$ cat config.mk
export PLATFORM = sky130hd
export DESIGN_NAME = tx_flit_arbiter
export DESIGN_NICKNAME = d
export VERILOG_FILES = /design/src/rtl/tx_flit_arbiter_pkg.sv /design/src/rtl/tx_flit_arbiter_starve.sv /design/src/rtl/tx_flit_arbiter.sv
export SDC_FILE = /design/constraint.sdc
export NUM_CORES = 1
export LEC_CHECK = 0
export CORE_AREA = 2 2 96 98
export CTS_CLUSTER_DIAMETER = 120
export DETAILED_ROUTE_END_ITERATION = 10
export DIE_AREA = 0 0 98 100
export HOLD_SLACK_MARGIN = 0.02
export PLACE_DENSITY = 0.84
export SLEW_MARGIN = 25
export SYNTH_ARGS = -nofsm -noshare
export SYNTH_HDL_FRONTEND = slang
export SYNTH_HIERARCHICAL = 1
export SYNTH_SLANG_ARGS = --single-unit
$ cat constraint.sdc
create_clock -name nocclk -period 2.9 [get_ports nocclk]
set_input_delay 0.725 -clock nocclk [delete_from_list [all_inputs] [get_ports nocclk]]
set_output_delay 0.725 -clock nocclk [all_outputs]
set_load 0.05 [all_outputs]
$ cat src/rtl/tx_flit_arbiter_pkg.sv
// Types and helpers shared by the NoC TX flit arbiter and its sub-modules.
package tx_flit_arbiter_pkg;

   localparam int unsigned TX_NUM_CH       = 4;
   localparam int unsigned TX_STARVE_LIMIT = 8;

   // NoC flit as seen on the interdevice TX path (32 bits total).
   typedef struct packed {
      logic [1:0]  flit_type;
      logic [3:0]  dest;
      logic [25:0] payload;
   } flit_t;

   // Channel index of each arbiter source; lower value means higher fixed priority.
   typedef enum logic [1:0] {
      TX_SRC_ACK  = 2'd0,
      TX_SRC_RETX = 2'd1,
      TX_SRC_FWD  = 2'd2,
      TX_SRC_CPU  = 2'd3
   } tx_src_e;

   // Keep only the lowest-index set bit of a request vector.
   function automatic logic [3:0] tx_lowest_onehot(input logic [3:0] req);
      logic [3:0] oh;
      casez (req)
         4'b???1: oh = 4'b0001;
         4'b??10: oh = 4'b0010;
         4'b?100: oh = 4'b0100;
         4'b1000: oh = 4'b1000;
         default: oh = 4'b0000;
      endcase
      return oh;
   endfunction

   // Encode a one-hot grant into a source index (zero vector maps to ACK).
   function automatic tx_src_e tx_onehot_to_src(input logic [3:0] oh);
      tx_src_e src;
      case (oh)
         4'b0001: src = TX_SRC_ACK;
         4'b0010: src = TX_SRC_RETX;
         4'b0100: src = TX_SRC_FWD;
         4'b1000: src = TX_SRC_CPU;
         default: src = TX_SRC_ACK;
      endcase
      return src;
   endfunction

endpackage

$ cat src/rtl/tx_flit_arbiter_starve.sv
// Per-channel starvation counter: counts consecutive lost arbitrations of a
// waiting channel and flags it once the count reaches STARVE_LIMIT.
module tx_starve_counter
   import tx_flit_arbiter_pkg::*;
#(
   parameter int unsigned STARVE_LIMIT = TX_STARVE_LIMIT,
   parameter int unsigned CNT_W        = $clog2(TX_STARVE_LIMIT + 1)
) (
   input  logic clk_i,
   input  logic rst_i,
   input  logic valid_i,
   input  logic granted_i,
   input  logic any_grant_i,
   input  logic load_en_i,
   output logic starved_o
);

   localparam logic [CNT_W-1:0] LIMIT_C = CNT_W'(STARVE_LIMIT);
   localparam logic [CNT_W-1:0] ONE_C   = CNT_W'(1);
   localparam logic [CNT_W-1:0] ZERO_C  = CNT_W'(0);

   logic [CNT_W-1:0] cnt_q;
   logic [CNT_W-1:0] cnt_d;
   logic             starved_q;

   // Next count: frozen under backpressure, cleared when idle or served, else ages to the limit.
   always_comb begin
      cnt_d = cnt_q;
      if (!load_en_i) begin
         cnt_d = cnt_q;
      end else if (!valid_i || granted_i) begin
         cnt_d = ZERO_C;
      end else if (any_grant_i && (cnt_q != LIMIT_C)) begin
         cnt_d = cnt_q + ONE_C;
      end else begin
         cnt_d = cnt_q;
      end
   end

   // Counter and registered starved flag (flag always mirrors cnt_q == limit).
   always_ff @(posedge clk_i) begin
      if (rst_i) begin
         cnt_q     <= ZERO_C;
         starved_q <= 1'b0;
      end else begin
         cnt_q     <= cnt_d;
         starved_q <= (cnt_d == LIMIT_C);
      end
   end

   assign starved_o = starved_q;

endmodule

$ cat src/rtl/tx_flit_arbiter.sv
// Registered 4-way arbiter feeding the interdevice TX port from the ack,
// retransmit, forwarded and cpu_to_noc flit sources. Fixed priority by channel
// index, overridden by starvation aging; one-entry output register sustains
// one flit per cycle while the downstream keeps ready high.
module tx_flit_arbiter
   import tx_flit_arbiter_pkg::*;
#(
   parameter int unsigned STARVE_LIMIT = TX_STARVE_LIMIT
) (
   input  logic        nocclk,
   input  logic        rst,
   input  flit_t [3:0] in_flit,
   input  logic [3:0]  in_valid,
   output logic [3:0]  in_ready,
   output flit_t       flit_out,
   output logic        flit_out_valid,
   input  logic        flit_out_ready,
   output logic [1:0]  flit_out_src,
   output logic [3:0]  starved
);

   localparam int unsigned CNT_W = $clog2(STARVE_LIMIT + 1);

   logic       load_en_s;
   logic [3:0] starved_s;
   logic [3:0] starve_req_s;
   logic [3:0] grant_s;
   logic [3:0] ready_s;
   logic       any_grant_s;
   tx_src_e    grant_src_s;
   logic [1:0] grant_idx_s;

   flit_t      flit_q;
   flit_t      flit_d;
   logic [1:0] src_q;
   logic [1:0] src_d;
   logic       valid_q;
   logic       valid_d;

   // The output register can take a new flit when empty or being drained this cycle.
   assign load_en_s = !valid_q || flit_out_ready;

   // Grant: starved valid channels win first (lowest index), otherwise plain fixed priority.
   always_comb begin
      starve_req_s = in_valid & starved_s;
      if (|starve_req_s) begin
         grant_s = tx_lowest_onehot(starve_req_s);
      end else begin
         grant_s = tx_lowest_onehot(in_valid);
      end
   end

   // Pop strobes: only when the output register accepts and never while in reset.
   always_comb begin
      if (load_en_s && !rst) begin
         ready_s = grant_s;
      end else begin
         ready_s = 4'b0000;
      end
   end

   assign in_ready    = ready_s;
   assign any_grant_s = |ready_s;
   assign grant_src_s = tx_onehot_to_src(grant_s);
   assign grant_idx_s = grant_src_s;

   // Output register next-state: load the granted flit, or go empty when nothing is offered.
   always_comb begin
      flit_d  = flit_q;
      src_d   = src_q;
      valid_d = valid_q;
      if (load_en_s) begin
         if (any_grant_s) begin
            flit_d  = in_flit[grant_idx_s];
            src_d   = grant_idx_s;
            valid_d = 1'b1;
         end else begin
            valid_d = 1'b0;
         end
      end else begin
         valid_d = valid_q;
      end
   end

   // Output register; reset drops any held flit.
   always_ff @(posedge nocclk) begin
      if (rst) begin
         flit_q  <= {$bits(flit_t){1'b0}};
         src_q   <= 2'd0;
         valid_q <= 1'b0;
      end else begin
         flit_q  <= flit_d;
         src_q   <= src_d;
         valid_q <= valid_d;
      end
   end

   assign flit_out       = flit_q;
   assign flit_out_src   = src_q;
   assign flit_out_valid = valid_q;
   assign starved        = starved_s;

   for (genvar c = 0; c < 4; c++) begin : g_starve
      tx_starve_counter #(
         .STARVE_LIMIT (STARVE_LIMIT),
         .CNT_W        (CNT_W)
      ) u_starve (
         .clk_i       (nocclk),
         .rst_i       (rst),
         .valid_i     (in_valid[c]),
         .granted_i   (ready_s[c]),
         .any_grant_i (any_grant_s),
         .load_en_i   (load_en_s),
         .starved_o   (starved_s[c])
      );
   end

endmodule
==> impl_metrics.yaml, run 1 <==
status:
  status: "finished clean"
power_and_ir_drop:
  powerDensity_nw_per_um2: 386
  power_frac_comb: 0.405
  clkPwrFrac: 0.198
  power.net_switching_mw: 0.765
  switching_share: 0.354
  power.total_mw: 2.16
  seqPwrFrac: 0.397
  internal-power_mw: 1.40
  power.leakage_nw: 2.16
  peakVddDrop_mv: 0.274
route:
  ant_nets: 0
  routed_wl_mm: 11.3
  via_per_inst: 5.50
  post_drt_wl_per_cell_um: 17.0
  dr.pass1.iters: 6
  first_iter_violations: 171
  drc: 0
  vias: 3665
floorplanning:
  core_um2: 8890
  fp.dieH_um: 100
  dieArea_um2: 9800
  rows: 35
  ios: 178
  start_util: 0.386
  dieWidth_um: 98
setup_path:
  reg2regPathDepth: 7
  crit_chain: "clkdlybuf4s50_1 > a22oi_2 > buf_4 > a21oi_1 > nor2_1 > buf_12"
  ff2ff_setup_slack_ns: 0.86
  slowest_stage: "clkdlybuf4s50_1"
  endpoint_kind: "primary output"
  worst_ep_required_time_ns: 2.17
  critPathMaxFanout: 4
  r2r_start: "flit_out_valid"
  start_kind: "input port"
  r2r_end: "g_starve[0].u_starve/starved_o"
  critPathMaxStageDelay_ns: 0.49
  path_class: "input port to primary output"
  worstPathArrival_ns: 2.07
synth:
  synth.avg_cell_area_um2: 9.34
  synth_top_cell_area_share: 0.320
  synth.distinct_cells: 41
  yosysTopAreaCell: "dfxtp_1"
  ys_async_sr_fraction: 0
  synth_cells: 368
  synth_nets: 511
  syn_area_um2: 3440
  yosys_warnings: 6
  ys_seq_elements: 55
  ys_seq_area_frac: 0.320
  synthTopCellsByArea: "dfxtp_1 (32%), mux2i_1 (12%), a211oi_2 (11%)"
  ys.flop_type: "dfxtp_1"
  synth-edff-count: 0
worst_hold_path:
  hp-class: "flop to flop"
  hold_depth: 2
  min_to: "flit_out[28]"
  hold_start: "flit_out[28]"
final_layout:
  drive_gt1_frac: 0.151
  nNetsFinal: 697
  final_util: 0.631
  area_delta_synth_final_pct: 63.2
  fillers: 750
  fin_area_um2: 5610
  n_antenna_cell: 0
clocking:
  clk_pin_slew_worst_paths_ns: 0.10
  cts_max_level: 2
  cts-root-buf: "clkbuf_8"
  cts_sinks: 55
  postCtsHoldBufs: 0
  clock_latency_ns: 0.31
  cts_tree: "built"
  cts_buffer_depth: 2
  cts_inserted_buffers: 5
sta:
  finalSetupViolCount: 0
  rsz0062_at_grt: "false"
  period_minus_slack_ns: 2.79
  period_share: 0.962
  maxSlewHeadroom: 0.635
  fin_ws_ns: 0.109
  max_freq_mhz: 358
  slew_viol_final: 0
  tns_ns: 0
  max_slew.worst_pin.slew_ns: 0.546
  finClkSkew_ns: 0.00868
  hold_violations: 0
global_route:
  gr-usage-all-layers: 0.220
  grt_pass1_vias: 3651
  antenna_found_initial: 0
  grt_pass1_wl_mm: 17.7
  grt_max_degree: 29
  grt-ovfl-total: 0
placed_design:
  gp_congestion: 0.843
  placed_area_um2: 5480
  post-place-ws_ns: -0.140
  dp_hpwl_mm: 8.82
  io_buffer_count: 177
flow_run:
  drv_cap: 0
cells in the final DEF, fill, tap and decap left out, types with 2 or more instances in the layout:
cell and instances:
xor2_1 8, nand3_1 21, a311o_2 4, clkdlybuf4s50_1 170, inv_1 14, a21boi_0 2
dlygate4sd2_1 2, o221ai_1 18, o21ai_0 6, a211oi_2 30, nor3_1 14, nand2_2 5
nor2b_1 2, nor2_2 2, buf_12 9, mux2i_1 41, o211ai_1 2, dfxtp_1 55
xnor2_1 4, ha_1 8, or3_1 5, o211a_1 4, clkbuf_8 5, and3_1 14
nand2_1 22, a21oi_1 28, nand4_1 5, o31ai_1 5, nand3b_1 4, buf_4 18
nor2_1 5, a21boi_1 5
per-stage QoR:
stage	hold WS (ns)	instances
6_report	0.473	666
5_1_grt	0.505	666
4_1_cts	0.475	664
3_5_place_dp	0.447	655
3_3_place_gp	0.443	655
2_1_floorplan	0.496	368
worst max-delay path: cells and delay by family:
kind | cells | cell delay, ns
compound gates | 2 | 0.23
buf+inv | 3 | 0.82
simple gates | 1 | 0.28
logic make-up after synthesis:
| kind of cell | synth area share |
|---|---|
| fa+ha+maj | 0.0291 |
| compound gates | 0.280 |
| buf+inv | 0.0564 |
| xor+xnor | 0.0306 |
| flops | 0.320 |
| mux | 0.119 |
| simple gates | 0.164 |
what timing repair did:
item,in CTS,in global routing
resized for setup,3,5
buffers inserted,1,2
pin swaps,2,2
setup endpoints to repair,2,3
gates cloned,0,0
power by group through the flow:
stage / sequential, mW / clock [mW] / combinational [mW]
after detailed placement: 0.876 / 0 / 0.876
after CTS: 0.858 / 0.444 / 0.879
after global routing: 0.865 / 0.468 / 0.926
final: 0.858 / 0.428 / 0.877
after global placement: 0.872 / 0 / 0.861
after floorplan: 1.08 / 0 / 0.267
how the worst max path moves through the flow:
stage                           start                        endpoint  slack [ns]
after floorplan           in_valid[2]                     in_ready[1]        0.05
after global placement    in_valid[2]                     in_ready[0]       -0.03
after detailed placement  in_valid[1]  g_starve[0].u_starve/starved_o       -0.14
after CTS                 in_valid[1]                     in_ready[3]        0.03
after global routing      in_valid[3]                     in_ready[0]        0.05
final                     in_valid[3]                     in_ready[0]        0.11
routing by layer:
metal  track usage  part of all wire
met3        0.0369             0.060
met4        0.0673             0.021
met2         0.405              0.52
met1         0.262              0.39
met5             0                 0
Yosys cell counts (6+ instances only):
| master | number |
|---|---|
| nand2_1 | 22 |
| mux2i_1 | 41 |
| xor2_1 | 8 |
| ha_1 | 8 |
| dfxtp_1 | 55 |
| o21ai_0 | 6 |
| o221ai_1 | 18 |
| a211oi_2 | 30 |
| clkbuf_1 | 7 |
| nand3_1 | 22 |
| inv_1 | 14 |
| and3_1 | 14 |
| a21oi_1 | 28 |
| nor3_1 | 15 |
| buf_2 | 8 |
| nor2_1 | 7 |
registers in the layout, summed over array words and instances, names as in the netlist:
signal / cells
flit_out_src: 2
g_starve.u_starve/starved_o: 4
g_starve.u_starve/cnt_q: 16
flit_out_valid: 1
flit_out: 32
cell type report:
type / instances / area, um^2 / share of cell area
multi-input combinational: 276 / 2170 / 0.387
timing repair buffer: 201 / 2060 / 0.367
sequential: 55 / 1100 / 0.196
tap: 111 / 139 / 0.0248
clock buffer: 6 / 72.6 / 0.0129
inverter: 15 / 56.3 / 0.0100
clock inverter: 2 / 12.5 / 0.00223
Power figures use the tool's default switching activity.
==> run 2, diff against run 1 <==
--- a/config.mk
+++ b/config.mk
@@ -11,7 +11,7 @@
 export DIE_AREA = 0 0 98 100
 export HOLD_SLACK_MARGIN = 0.02
 export PLACE_DENSITY = 0.84
-export SLEW_MARGIN = 25
+export SLEW_MARGIN = 15
 export SYNTH_ARGS = -nofsm -noshare
 export SYNTH_HDL_FRONTEND = slang
 export SYNTH_HIERARCHICAL = 1
==> results of run 2 <==
No change in the layout: final DEF, timing and power equal those of run 1.
==> run 3, diff against run 2 <==
--- a/config.mk
+++ b/config.mk
@@ -5,14 +5,15 @@
 export SDC_FILE = /design/constraint.sdc
 export NUM_CORES = 1
 export LEC_CHECK = 0
-export CORE_AREA = 2 2 96 98
+export CAP_MARGIN = 25
+export CORE_AREA = 2 2 98 100
 export CTS_CLUSTER_DIAMETER = 120
 export DETAILED_ROUTE_END_ITERATION = 10
-export DIE_AREA = 0 0 98 100
+export DIE_AREA = 0 0 100 102
 export HOLD_SLACK_MARGIN = 0.02
-export PLACE_DENSITY = 0.84
+export PLACE_DENSITY = 0.85
+export SETUP_SLACK_MARGIN = 0.5
 export SLEW_MARGIN = 15
 export SYNTH_ARGS = -nofsm -noshare
 export SYNTH_HDL_FRONTEND = slang
-export SYNTH_HIERARCHICAL = 1
 export SYNTH_SLANG_ARGS = --single-unit
==> run 3 against run 2 <==
Compared with the run above: total power rose by 0.71%; cell count rose by 14%; maximum frequency rose by 8.2%; critical path type unchanged; largest power group unchanged.
==> impl_metrics.yaml, run 3 <==
global_route:
  grt_pass1_vias: 4122
  gr-usage-all-layers: 0.240
  grt-ovfl-total: 0
  grt_pass1_wl_mm: 19.7
  grt_max_degree: 24
  antenna_found_initial: 0
power_and_ir_drop:
  peakVddDrop_mv: 0.201
  power.total_mw: 2.18
  powerDensity_nw_per_um2: 342
  power.leakage_nw: 2.50
sta:
  period_share: 0.889
  tns_ns: 0
  rsz0062_at_grt: "true"
  hold_violations: 0
  max_freq_mhz: 388
  max_slew.worst_pin.slew_ns: 0.636
  finClkSkew_ns: 0.00689
  period_minus_slack_ns: 2.58
  finalSetupViolCount: 0
  maxSlewHeadroom: 0.570
  slew_viol_final: 0
floorplanning:
  ios: 178
  core_um2: 9110
  fp.dieH_um: 102
  dieWidth_um: 100
  start_util: 0.412
  dieArea_um2: 10200
  rows: 35
setup_path:
  slowest_stage: "nor4b_4"
  critPathMaxStageDelay_ns: 0.29
  worstPathArrival_ns: 1.85
  endpoint_kind: "primary output"
  path_class: "input port to primary output"
  crit_chain: "buf_6 > buf_6 > buf_4 > nor4b_4 > a21oi_4 > buf_6 > nor2_4 > buf_12"
  critPathMaxFanout: 5
  start_kind: "input port"
  crit_buf_inv: 5
  crit_top_cell: "buf_6"
  worst_ep_required_time_ns: 2.17
  cpLargestDelayFamily: "buffers and inverters"
clocking:
  cts-root-buf: "clkbuf_8"
  cts_inserted_buffers: 5
  cts_buffer_depth: 2
  cts_sinks: 55
  cts_max_level: 2
  clock_latency_ns: 0.31
  clk_pin_slew_worst_paths_ns: 0.10
  postCtsHoldBufs: 0
  cts_tree: "built"
synth:
  synth-xor-area-share: 0.0303
  synthMostInstantiatedCell: "dfxtp_1"
  synth_nets: 572
  synth-compound-area-share: 0.235
  ys_seq_elements: 55
  synth_top_family_by_area: "compound AO/OA/AOI/OAI gates"
  ys_seq_area_frac: 0.293
  yosys_warnings: 0
  muxShareOfSynthArea: 0.157
  yosysTopAreaCell: "dfxtp_1"
  ys_async_sr_fraction: 0
  syn_area_um2: 3750
  synthSimpleGateAreaFrac: 0.171
  ys.flop_type: "dfxtp_1"
  synth_common_cells: "dfxtp_1 (55), mux2i_1 (50), nand2_1 (44), a211oi_1 (22)"
  synth.distinct_cells: 59
  synth_top_cell_area_share: 0.293
  synth_cells: 429
  synthTopCellsByArea: "dfxtp_1 (29%), mux2i_1 (13%), a211oi_1 (4.4%)"
  synth.avg_cell_area_um2: 8.75
  synthAdderAreaFrac: 0.0267
  synth-edff-count: 0
worst_hold_path:
  hp-class: "flop to flop"
final_layout:
  multi_input_area_um2: 2450
  drive_gt1_frac: 0.198
  largest_reg_flops: 32
  fin_area_um2: 6370
  n_antenna_cell: 0
  final_cell_mix: "clkdlybuf4s50_1 (164), buf_4 (63), dfxtp_1 (55), mux2i_1 (50), nand2_1 (43)"
  layout_commonest_cell: "clkdlybuf4s50_1"
  area_delta_synth_final_pct: 69.7
  fillers: 712
  stdcell_count: 761
  nNetsFinal: 792
  regArea_um2: 1100
placed_design:
  dp_cells: 736
  io_buffer_count: 177
  placed_area_um2: 6040
  gp_congestion: 0.910
  dp_hpwl_mm: 9.98
route:
  dr.pass1.iters: 5
  post_drt_wl_per_cell_um: 17.1
  via_per_inst: 5.53
  routed_wl_mm: 13.0
  ant_nets: 0
  drc: 0
  vias: 4206
  first_iter_violations: 145
status:
  status: "finished clean"
flow_run:
  drv_cap: 0
run 3: changes by cell type after synthesis, sizes merged, moves of 11 or more:
| cell | previous run | this run |
|---|---|---|
| a32o | 0 | 11 |
| nand2 | 28 | 44 |
| clkbuf | 7 | 21 |
| o221ai | 18 | 1 |
| and3 | 14 | 3 |
run 3: path summary, 6_finish.rpt:
kind | start | to | slack [ns] | cells past startpoint
setup / recovery | in_valid[1] | in_ready[3] | 0.32 | 8
hold / removal | flit_out_src[0] | flit_out_src[0] | 0.46 | 2
setup reg to reg | g_starve[3].u_starve.starved_o | flit_out[5] | 0.67 | 9
hold reg to reg | flit_out_src[0] | flit_out_src[0] | 0.46 | 2
run 3: layer usage:
layer / wire length, um / part of all wire / vias to the layer above / GRT usage
met1: 5160 / 0.40 / 1991 / 0.281
met4: 227 / 0.017 / 0 / 0.0653
met5: 0 / 0 / - / 0
li1: - / - / 2040 / -
met3: 781 / 0.060 / 20 / 0.0534
met2: 6840 / 0.53 / 155 / 0.444
run 3: cell type report:
type,count,area share
multi-input combinational,311,0.385
timing repair buffer,255,0.395
clock buffer,7,0.0120
sequential,55,0.173
inverter,21,0.0124
tap,111,0.0218
clock inverter,1,0.000786
run 3: through the flow:
step,hold slack [ns],util,setup slack (ns)
6_report,0.464,0.699,0.321
5_1_grt,0.509,0.699,0.284
4_1_cts,0.468,0.684,0.278
3_5_place_dp,0.454,0.663,-0.137
3_3_place_gp,0.449,0.663,-0.100
2_1_floorplan,0.503,-,0.160
run 3: power breakdown:
| part | total [mW] | internal [mW] | switching [mW] |
|---|---|---|---|
| sequential | 0.843 | 0.811 | 0.0319 |
| clock | 0.431 | 0.171 | 0.260 |
| combinational | 0.905 | 0.455 | 0.450 |
| total | 2.18 | 1.44 | 0.742 |
run 3: cells by family (layout without fill, tap and decap cells):
logic type,Yosys count,in the layout
adder cells (fa/ha/maj),8,8
flip-flops,55,55
AND/OR/NAND/NOR,125,125
multiplexers,58,58
buffers and inverters,63,284
XOR/XNOR,13,13
AO/OA/AOI/OAI,107,107
run 3: worst reg2reg max path, delay by kind of cell, from the launching register on:
kind	cells	cell delay, ns
flip-flops	1	0.44
AO/OA/AOI/OAI	3	0.64
multiplexers	1	0.30
buffers and inverters	4	0.56
AND/OR/NAND/NOR	1	0.19
run 3: timing repair:
item	CTS	global route
gates cloned	0	1
pin swaps	11	8
setup buffers	7	9
gates resized for setup	38	13
endpoints found under the setup margin	57	17
